## src/rtl/instr_fetch.sv

```systemverilog
// Instruction fetch unit: reads 1- or 2-byte instructions from a combinational
// program memory and presents them one at a time through a valid/ready register.
module instr_fetch #(
  parameter int CNT_W = 16
) (
  input  logic             clk,
  input  logic             reset,
  input  logic             fetch_en,
  output logic [7:0]       pm_addr,
  input  logic [7:0]       pm_data,
  input  logic             redirect_valid,
  input  logic [7:0]       redirect_addr,
  output logic             instr_valid,
  input  logic             instr_ready,
  output logic [7:0]       instr_op,
  output logic [7:0]       instr_imm,
  output logic             instr_len2,
  output logic [7:0]       instr_pc,
  output logic [CNT_W-1:0] instr_count
);

  typedef enum logic [1:0] {
    WAIT = 2'd0,
    OP   = 2'd1,
    IMM  = 2'd2
  } state_e;

  localparam logic [CNT_W-1:0] CNT_ONE = CNT_W'(1);

  state_e           state_q, state_d;
  logic [7:0]       pc_q, pc_d;
  logic             valid_q, valid_d;
  logic [7:0]       op_q, op_d;
  logic [7:0]       imm_q, imm_d;
  logic             len2_q, len2_d;
  logic [7:0]       ipc_q, ipc_d;
  logic [CNT_W-1:0] count_q, count_d;
  logic [7:0]       op_hold_q, op_hold_d;
  logic [7:0]       pc_hold_q, pc_hold_d;

  logic accept;
  logic slot_free;
  logic two_byte;

  assign accept    = valid_q && instr_ready;
  assign slot_free = !valid_q || instr_ready;
  assign two_byte  = (pm_data[7:6] == 2'b10) && (pm_data[5:4] != 2'b01);

  // WAIT parks the address at 0 so the memory output settles before the first read.
  assign pm_addr = (state_q == WAIT) ? 8'h00 : pc_q;

  always_comb begin
    // NOTE: every signal gets its hold value first, so no path through the
    // branches below can leave one unassigned and infer a latch.
    state_d   = state_q;
    pc_d      = pc_q;
    valid_d   = valid_q && !accept;
    op_d      = op_q;
    imm_d     = imm_q;
    len2_d    = len2_q;
    ipc_d     = ipc_q;
    op_hold_d = op_hold_q;
    pc_hold_d = pc_hold_q;
    count_d   = (accept && (count_q != '1)) ? count_q + CNT_ONE : count_q;

    if (state_q != WAIT && redirect_valid) begin
      // Flush: drop the presented instruction and any half-fetched opcode.
      pc_d      = redirect_addr;
      state_d   = OP;
      valid_d   = 1'b0;
      op_hold_d = 8'h00;
    end else begin
      case (state_q)
        WAIT: state_d = OP;
        OP: begin
          if (fetch_en) begin
            if (two_byte) begin
              op_hold_d = pm_data;
              pc_hold_d = pc_q;
              pc_d      = pc_q + 8'd1;
              state_d   = IMM;
            end else if (slot_free) begin
              op_d    = pm_data;
              imm_d   = 8'h00;
              len2_d  = 1'b0;
              ipc_d   = pc_q;
              valid_d = 1'b1;
              pc_d    = pc_q + 8'd1;
            end
          end
        end
        IMM: begin
          // An immediate already under way completes regardless of fetch_en.
          if (slot_free) begin
            op_d    = op_hold_q;
            imm_d   = pm_data;
            len2_d  = 1'b1;
            ipc_d   = pc_hold_q;
            valid_d = 1'b1;
            pc_d    = pc_q + 8'd1;
            state_d = OP;
          end
        end
        default: state_d = WAIT;
      endcase
    end
  end

  always_ff @(posedge clk) begin
    if (!reset) begin
      state_q   <= WAIT;
      pc_q      <= 8'h00;
      valid_q   <= 1'b0;
      op_q      <= 8'h00;
      imm_q     <= 8'h00;
      len2_q    <= 1'b0;
      ipc_q     <= 8'h00;
      count_q   <= '0;
      op_hold_q <= 8'h00;
      pc_hold_q <= 8'h00;
    end else begin
      // NOTE: non-blocking assignments so every flop samples the pre-edge
      // values, independent of statement order.
      state_q   <= state_d;
      pc_q      <= pc_d;
      valid_q   <= valid_d;
      op_q      <= op_d;
      imm_q     <= imm_d;
      len2_q    <= len2_d;
      ipc_q     <= ipc_d;
      count_q   <= count_d;
      op_hold_q <= op_hold_d;
      pc_hold_q <= pc_hold_d;
    end
  end

  assign instr_valid = valid_q;
  assign instr_op    = op_q;
  assign instr_imm   = imm_q;
  assign instr_len2  = len2_q;
  assign instr_pc    = ipc_q;
  assign instr_count = count_q;

endmodule
```

## config.mk

```make
export PLATFORM = sky130hd
export DESIGN_NAME = instr_fetch
export DESIGN_NICKNAME = d
export VERILOG_FILES = /design/src/rtl/instr_fetch.sv
export SDC_FILE = /design/constraint.sdc
export NUM_CORES = 1
export LEC_CHECK = 0
export CAP_MARGIN = 20
export CORE_UTILIZATION = 54
export DETAILED_ROUTE_END_ITERATION = 16
export PLACE_DENSITY = 0.93
export SLEW_MARGIN = 10
export SYNTH_ARGS = -nofsm -noshare
export SYNTH_HDL_FRONTEND = slang
export SYNTH_SLANG_ARGS = --single-unit
```

## constraint.sdc

```tcl
create_clock -name clk -period 4.17 [get_ports clk]
set_input_delay 0.834 -clock clk [delete_from_list [all_inputs] [get_ports clk]]
set_output_delay 0.834 -clock clk [all_outputs]
set_load 0.05 [all_outputs]
```

==> impl_metrics.yaml <==
layout:
  stdcell_area_um2: 4220
  area_growth_pct: 29.5
  fin_nets: 460
  final_layout_size_suffix_gt1_frac: 0.0638
  diodes: 0
clock_network:
  clk_latency_ns: 0.35
  numCtsBuffers: 9
  clkSinkCount: 68
  htree_levels: 3
  cts_max_path_buffers: 2
  clkTransAtPathRegs_ns: 0.07
  postCtsHoldBufs: 0
  cts_resized: 0
  cts_root_buf: "clkbuf_8"
  cts_setup_buffers: 0
  cts_tree: "done"
grt:
  met1_usage: 0.321
  grt_util_met3: 0.0869
  grt_pass1_vias: 2931
  met2_usage: 0.474
  busiest_layer: "met2"
  antenna_found_initial: 0
  grt_pass1_wl_um: 13500
  track_usage: 0.274
  grt.overflow.total: 0
  grt_max_degree: 42
die:
  die-area_um2: 6340
  fp.dieW_um: 79.6
  num_io_pins: 71
  core.rowCount: 27
  core_area_um2: 5640
  initial_core_util: 0.577
  die_height_um: 79.6
synthesis:
  synth_ff_type: "dfxtp_1"
  synth_seq_cells: 68
  yosysWarnings: 0
  post_synth_num_cell_types: 46
  synth_edf_count: 0
  yosysTopAreaCell: "dfxtp_1"
  syn_area_um2: 3250
  synth_cells: 373
  synthDominantCellAreaShare: 0.418
  yosysSeqAreaShare: 0.418
  avgSynthCellArea_um2: 8.72
  async_reset_ff_frac: 0
  synthTopCellsByArea: "dfxtp_1 42%, mux2i_1 10%, nor2_1 6.2%, a211oi_1 4.8%, nand4_1 3.8%"
  syn_nets: 399
  synth_common_cells: "68 x dfxtp_1, 54 x nor2_1, 34 x mux2i_1, 30 x nand2_1, 21 x a211oi_1"
  synth.most_common_cell: "dfxtp_1"
sta:
  rsz0062_at_grt: "false"
  worst_pin_slew_ns: 0.775
  period_share: 0.755
  fin_skew_ns: 0.00476
  fmax_mhz: 318
  hold_viol: 0
  relSlewSlack: 0.481
  min_period_ns: 3.15
  final.setup.tns_ns: 0
  setup_ws_ns: 1.02
  slew_viol_final: 0
  setup_violations: 0
power:
  leakagePower_nw: 1.42
  seqPwrFrac: 0.424
  fin_total_pwr_w: 0.00169
  power_density_nw_per_um2: 400
  comb_power_share: 0.196
  swShare: 0.291
  internal-power_w: 0.00120
  switching_power_w: 0.000491
  ir_drop_mv: 0.301
  clockPowerShare: 0.380
drt:
  drt_first_iter_violations: 170
  antenna_left: 0
  wl_per_cell_um: 16.0
  viasPerCell: 5.88
  drc: 0
  vias: 3004
  firstDrtPassIters: 5
  drt_wl_total_um: 8190
min_path:
  worst_hold_path_type: "flip-flop to flip-flop"
  min_from: "instr_len2"
setup_path:
  crit_fanout: 36
  r2r_start: "state_q[1]"
  arrival_ns: 3.39
  setup.worst_path.start_class: "input pin"
  cp-end-kind: "flip-flop"
  startpoint: "pm_data[4]"
  worst-setup-path-type: "input pin to flip-flop"
  required_ns: 4.41
place:
  gp_congestion: 0.929
  pre_cts_slack_ns: 0.745
  portBuffers: 70
  place_hpwl_um: 5280
  place_area_um2: 3980
run_status:
  status: "completed"
job:
  maxCapViolations: 0
-- cells by family after synthesis --
family	after synthesis	share of synthesized area
and+or+nand+nor	151	0.236
AOI/OAI and AO/OA	72	0.151
buffers and inverters	32	0.0419
xor gates and xnor gates	11	0.0296
muxes	34	0.105
DFF	68	0.418
adders and majority gates	5	0.0192
-- worst paths after layout --
path,to,depth (start not counted),slack [ns]
setup / recovery,instr_op[1],7,1.02
setup reg to reg,instr_op[1],8,1.46
hold reg to reg,instr_len2,2,0.46
hold / removal,instr_len2,2,0.46
-- routing by layer --
layer / wire length (um) / vias to the layer above
met2: 4090 / 108
met5: 0 / -
met4: 89 / 0
met3: 524 / 12
met1: 3490 / 1423
li1: - / 1461
-- flip-flops by register name, summed over array words and instances (netlist names) --
register,cells
instr_len2,1
op_hold_q,8
instr_imm,8
instr_valid,1
pc_hold_q,8
pc_q,8
state_q,2
instr_count,16
instr_op,8
instr_pc,8
-- metrics by stage --
step	utilization	std cells	hold WS, ns
floorplan	-	373	0.440
global placement	0.706	495	0.447
detailed placement	0.706	495	0.453
CTS	0.747	511	0.468
global route	0.747	511	0.493
finish	0.747	511	0.464
-- area by class of cell --
cell class	count	area, um2
Clock buffer	11	131
Inverter	7	26.3
Clock inverter	5	100
Multi-Input combinational cell	273	1770
Timing Repair Buffer	75	738
Sequential cell	68	1360
Fill cell	422	1430
Tap cell	72	90.1
-- worst max-delay path, stage by stage --
cell and delay (ns):
clkdlybuf4s50_1 0.53, nor2b_1 0.57, o211ai_1 0.24, a21oi_4 0.40, buf_4 0.40, nor2_1 0.11
a211oi_1 0.29
-- layout by cell type (no fill, tap or decap), types with 3 or more instances in the layout --
cell type and count:
clkdlybuf4s50_1 70, nand2b_1 3, dfxtp_1 68, and4_1 3
nor3_1 4, a21oi_1 11, bufinv_16 3, clkbuf_8 9
xnor2_1 11, o22ai_1 3, ha_1 5, a21o_1 3
nand2_1 30, nand3_1 9, inv_1 7, mux2i_1 34
nor2_1 54, o21ai_0 17, buf_4 5, nor2b_1 10
and3_1 3, nand4_1 20, a211oi_1 21
-- power by group through the flow --
stage / logic (W) / clock network, W / registers [W]
after global routing: 0.000353 / 0.000683 / 0.000718
after floorplan: 0.000153 / 0 / 0.000790
final: 0.000331 / 0.000641 / 0.000715
after global placement: 0.000315 / 0 / 0.000727
after detailed placement: 0.000326 / 0 / 0.000727
after CTS: 0.000329 / 0.000646 / 0.000714
No activity file was read; power rests on OpenSTA's default activity.
